==> src/rtl/mem_arbiter.sv <==
// rtl/mem_arbiter.sv - two-port round-robin memory arbiter with in-order response routing

module mem_arbiter_id_fifo #(
    parameter int DepthLog2 = 2
) (
    input  logic clk_i,
    input  logic rst_i,
    input  logic push,
    input  logic push_id,
    input  logic pop,
    output logic head_id,
    output logic full,
    output logic empty
);
    localparam int Depth = 1 << DepthLog2;
    localparam logic [DepthLog2:0] FullCount = {1'b1, {DepthLog2{1'b0}}};

    logic [Depth-1:0]     ids;
    logic [DepthLog2-1:0] wr_ptr;
    logic [DepthLog2-1:0] rd_ptr;
    logic [DepthLog2:0]   count;

    assign head_id = ids[rd_ptr];
    assign full    = (count == FullCount);
    assign empty   = (count == '0);

    always_ff @(posedge clk_i) begin
        if (rst_i) begin
            wr_ptr <= '0;
            rd_ptr <= '0;
            count  <= '0;
        end else begin
            if (push) begin
                ids[wr_ptr] <= push_id;
                wr_ptr      <= wr_ptr + DepthLog2'(1);
            end
            if (pop) begin
                rd_ptr <= rd_ptr + DepthLog2'(1);
            end
            case ({push, pop})
                2'b10:   count <= count + (DepthLog2 + 1)'(1);
                2'b01:   count <= count - (DepthLog2 + 1)'(1);
                default: count <= count;
            endcase
        end
    end
endmodule

module mem_arbiter #(
    parameter int DepthLog2 = 2
) (
    input  logic        clk_i,
    input  logic        rst_i,
    input  logic        p0_valid_i,
    output logic        p0_ready_o,
    input  logic [31:0] p0_addr_i,
    input  logic [31:0] p0_wdata_i,
    input  logic [3:0]  p0_wmask_i,
    output logic [31:0] p0_rdata_o,
    output logic        p0_rvalid_o,
    input  logic        p1_valid_i,
    output logic        p1_ready_o,
    input  logic [31:0] p1_addr_i,
    input  logic [31:0] p1_wdata_i,
    input  logic [3:0]  p1_wmask_i,
    output logic [31:0] p1_rdata_o,
    output logic        p1_rvalid_o,
    output logic        mem_valid_o,
    input  logic        mem_ready_i,
    output logic [31:0] mem_addr_o,
    output logic [31:0] mem_wdata_o,
    output logic [3:0]  mem_wmask_o,
    input  logic [31:0] mem_rdata_i,
    input  logic        mem_rvalid_i,
    output logic        err_o
);
    typedef enum logic {
        OPEN,
        LOCKED
    } state_t;

    state_t state;
    state_t state_next;
    logic   lock_grant;
    logic   lock_grant_next;
    logic   last_grant;
    logic   grant;
    logic   granted_valid;
    logic   accept;
    logic   lock_drop;
    logic   fifo_full;
    logic   fifo_empty;
    logic   head_id;
    logic   pop;

    // last_grant resets to 1 so that port 0 wins the first tie.
    assign grant = (state == LOCKED)         ? lock_grant :
                   (p0_valid_i && p1_valid_i) ? ~last_grant : p1_valid_i;

    assign granted_valid = grant ? p1_valid_i : p0_valid_i;
    assign mem_valid_o   = granted_valid & ~fifo_full;
    assign mem_addr_o    = grant ? p1_addr_i  : p0_addr_i;
    assign mem_wdata_o   = grant ? p1_wdata_i : p0_wdata_i;
    assign mem_wmask_o   = grant ? p1_wmask_i : p0_wmask_i;
    assign p0_ready_o    = ~grant & mem_ready_i & ~fifo_full;
    assign p1_ready_o    =  grant & mem_ready_i & ~fifo_full;
    assign accept        = mem_valid_o & mem_ready_i;

    // Responses with nothing outstanding are dropped and flagged.
    assign pop         = mem_rvalid_i & ~fifo_empty;
    assign p0_rvalid_o = pop & ~head_id;
    assign p1_rvalid_o = pop &  head_id;
    assign p0_rdata_o  = mem_rdata_i;
    assign p1_rdata_o  = mem_rdata_i;

    mem_arbiter_id_fifo #(
        .DepthLog2(DepthLog2)
    ) u_id_fifo (
        .clk_i  (clk_i),
        .rst_i  (rst_i),
        .push   (accept),
        .push_id(grant),
        .pop    (pop),
        .head_id(head_id),
        .full   (fifo_full),
        .empty  (fifo_empty)
    );

    always_comb begin
        state_next      = state;
        lock_grant_next = lock_grant;
        lock_drop       = 1'b0;
        case (state)
            OPEN: begin
                if (mem_valid_o && !mem_ready_i) begin
                    state_next      = LOCKED;
                    lock_grant_next = grant;
                end
            end
            LOCKED: begin
                if (!granted_valid) begin
                    state_next = OPEN;
                    lock_drop  = 1'b1;
                end else if (accept) begin
                    state_next = OPEN;
                end
            end
            default: state_next = OPEN;
        endcase
    end

    always_ff @(posedge clk_i) begin
        if (rst_i) begin
            state      <= OPEN;
            lock_grant <= 1'b0;
            last_grant <= 1'b1;
            err_o      <= 1'b0;
        end else begin
            state      <= state_next;
            lock_grant <= lock_grant_next;
            if (accept) begin
                last_grant <= grant;
            end
            if (lock_drop || (mem_rvalid_i && fifo_empty)) begin
                err_o <= 1'b1;
            end
        end
    end
endmodule

==> config.mk <==
export PLATFORM = sky130hd
export DESIGN_NAME = mem_arbiter
export DESIGN_NICKNAME = d
export VERILOG_FILES = /design/src/rtl/mem_arbiter.sv
export SDC_FILE = /design/constraint.sdc
export NUM_CORES = 1
export LEC_CHECK = 0
export CORE_AREA = 3 3 119 121
export DETAILED_ROUTE_END_ITERATION = 16
export DIE_AREA = 0 0 122 124
export GPL_TIMING_DRIVEN = 0
export PLACE_DENSITY_LB_ADDON = 0.3
export SYNTH_ARGS = -nofsm -noshare
export SYNTH_HDL_FRONTEND = slang
export SYNTH_SLANG_ARGS = --single-unit
==> constraint.sdc <==
create_clock -name clk_i -period 2.3 [get_ports clk_i]
set_input_delay 0.69 -clock clk_i [delete_from_list [all_inputs] [get_ports clk_i]]
set_output_delay 0.69 -clock clk_i [all_outputs]
set_load 0.1 [all_outputs]
==> results of run 1 <==
[layer usage]
| metal | part of all wire (%) | vias to the layer above |
|---|---|---|
| met3 | 7.0 | 8 |
| li1 | - | 1287 |
| met1 | 35 | 1232 |
| met2 | 57 | 127 |
| met5 | 0 | - |
| met4 | 1.2 | 0 |
[power breakdown]
part	internal [mW]	switching [mW]	leakage [nW]
registers	0.335	0.0624	0.128
clock network	0.232	0.106	0.0409
logic	1.62	2.42	2.72
total	2.18	2.59	2.89
[synthesized netlist by cell type, types with 2 or more instances]
master,n
buf_4,64
xor2_1,3
mux2_4,68
buf_6,7
dfxtp_1,11
a21oi_1,3
or3b_1,2
nor2_1,12
nor2b_1,3
inv_1,5
ha_1,5
nand2_1,2
edfxtp_1,4
nor3_1,3
and2_1,5
xnor2_1,2
[area by class of cell]
type	instances	share of cell area, %
well taps	176	3.372
flip-flops and latches	15	5.269
multi-input cells	124	23.32
clock inverters	1	0.07664
inverters	6	0.5557
repair inverters	1	0.2491
repair buffers	292	56.37
plain buffers	73	9.638
clock buffers	3	1.150
[registers in the layout, indices dropped and copies added (netlist names)]
name,flops
err_o,1
last_grant,1
lock_grant,1
state,1
u_id_fifo.count,3
u_id_fifo.ids,4
u_id_fifo.rd_ptr,2
u_id_fifo.wr_ptr,2
[worst max-delay path by stage]
stage	slack, ns	end	startpoint	cells past startpoint
final	-0.35	mem_addr_o[5]	p1_valid_i	7
after global routing	-0.41	mem_wdata_o[8]	p1_valid_i	7
after CTS	-0.37	mem_wdata_o[9]	p1_valid_i	7
after detailed placement	-1.82	mem_wdata_o[7]	p1_valid_i	7
after global placement	-1.81	mem_wdata_o[7]	p1_valid_i	7
after floorplan	-0.16	p0_ready_o	p1_valid_i	5
[worst max-delay path: stages]
cell and delay [ns]:
buf_8 0.09, nor2b_4 0.11, a22oi_2 0.16, bufinv_8 0.25
buf_12 0.16, mux2_4 0.32, buf_12 0.17
[logic make-up after synthesis]
| logic type | after synthesis | share of synthesized area (%) |
|---|---|---|
| DFF | 15 | 14.35 |
| buffers and inverters | 79 | 24.91 |
| and+or+nand+nor | 31 | 6.913 |
| muxes | 70 | 44.43 |
| adders and majority gates | 6 | 3.483 |
| AOI/OAI and AO/OA | 12 | 4.063 |
| xor gates and xnor gates | 5 | 1.847 |
[what timing repair did]
| item | 4_1_cts | 5_1_grt |
|---|---|---|
| buffers inserted | 7 | 4 |
| setup endpoints to repair | 144 | 99 |
| pin swaps | 2 | 5 |
| hold buffers | 0 | 0 |
| gates resized for setup | 796 | 33 |
| gates cloned | 4 | 0 |
==> results.ini, run 1 <==
[run_status]
status=finished, violations left
violations=negative setup slack

[floorplanning]
fp-row-count=42
die_w_um=122
dieArea_mm2=0.01513
core_mm2=0.01319
pin_count=312
initial_core_util_pct=17.98
die_y_um=124

[global_route]
grt_use_met3_pct=2.452
grt.total_usage_pct=13.39
grt_max_degree=11
grt_pass1_wl_um=15660
grt-busiest-layer=met2
met1_usage_pct=14.74
antenna_found_initial=0
grt_pass1_vias=2644
grt_use_met2_pct=26.59
grt_overflow=0

[final_layout]
final_common_cell=clkdlybuf4s50_1
drive_gt1_share_pct=49.13
fin_util_pct=49.51
final_area_mm2=0.006530
fillerInstances=1122
stdcell_count=691
multi_input_area_mm2=0.001523
seq_area_um2=344.1
nNetsFinal=696
diodes=0
area_delta_synth_final_pct=175.4
final_cell_mix=clkdlybuf4s50_1 (137), buf_12 (78), buf_4 (71)

[critical_path]
cp_data_arrival_time_ns=1.96
r2r-end=u_id_fifo.count[2]$_SDFFE_PP0P_
start_kind=primary input
critPathKind=primary input to output port
r2r_start=u_id_fifo.count[1]$_SDFFE_PP0P_
ff2ff_setup_slack_ns=0.09
reg2reg_depth=9
cp_max_fo=10
end_kind=output port
required_ns=1.61

[clock_network]
clockBufferDepth=2
cts.sinks=15
clkSlewWorstSetupHoldPaths_ns=0.05
numCtsBuffers=3
tritoncts=done
clock_latency_ns=0.25
cts_root_buffer=clkbuf_16
h-tree-depth=1

[timing]
layout_setup_ws_ns=-0.3509
worstMarginPinSlew_ns=0.9687
finalSetupViolCount=69
whs_ns=0.4884
hold_violations=0
rsz0062_at_grt=true
fmaxAchievable_mhz=377.2
post-route-period-util_pct=115.3
relSlewSlack_pct=35.67
skew_ns=0.005511
fin_setup_tns_ns=-21.78
final.min_clock_period_ns=2.651
drv_slew=0

[synthesis]
synth_nets=398
synth_top_area_share_pct=43.06
ys_types=35
yosysTopAreaCell=mux2_4
yosys_warnings=0
async_reset_ff_share_pct=0
syn_area_mm2=0.002371
ys_seq_area_share_pct=14.35
synth_ff_type=dfxtp_1
syn_inst=218
synthTopCellsByArea=mux2_4 (43%), buf_4 (20%), dfxtp_1 (9.3%), edfxtp_1 (5.1%), buf_6 (3.3%)
ys_ff_latch=15
synth_edf_count=4
syn_avg_cell_area_um2=10.88

[job]
maxCapViolCount=0

[detailed_routing]
dr.pass1.iters=4
drc=0
drt-wirelength-per-cell_um=16.91
via_per_inst=3.841
postRouteWirelength_um=11690
vias=2654
ant_nets=0
drt-initial-drc-count=49

[hold_path]
hold_end=last_grant$_SDFFE_PP1P_
min_from=last_grant$_SDFFE_PP1P_
hp-class=flop to flop
hold_depth=1

[power_and_ir_drop]
totalPowerFinal_mw=4.775
peakVddDrop_mv=0.6417
total_leakage_power_nw=2.893
power_density_mw_per_mm2=731.2

[place]
place_congestion=0.7557
place_area_mm2=0.005450
placement.io_buffers=279
pre_cts_ws_ns=-1.822
place_inst=673
dpl.hpwl_um=9726

No activity file was read; power rests on OpenSTA's default activity.
==> run 2: changes to the inputs <==
- CAP_MARGIN: unset -> 20
==> results of run 2 <==
Same layout as run 1: the final DEF is identical, and so are final timing and power.
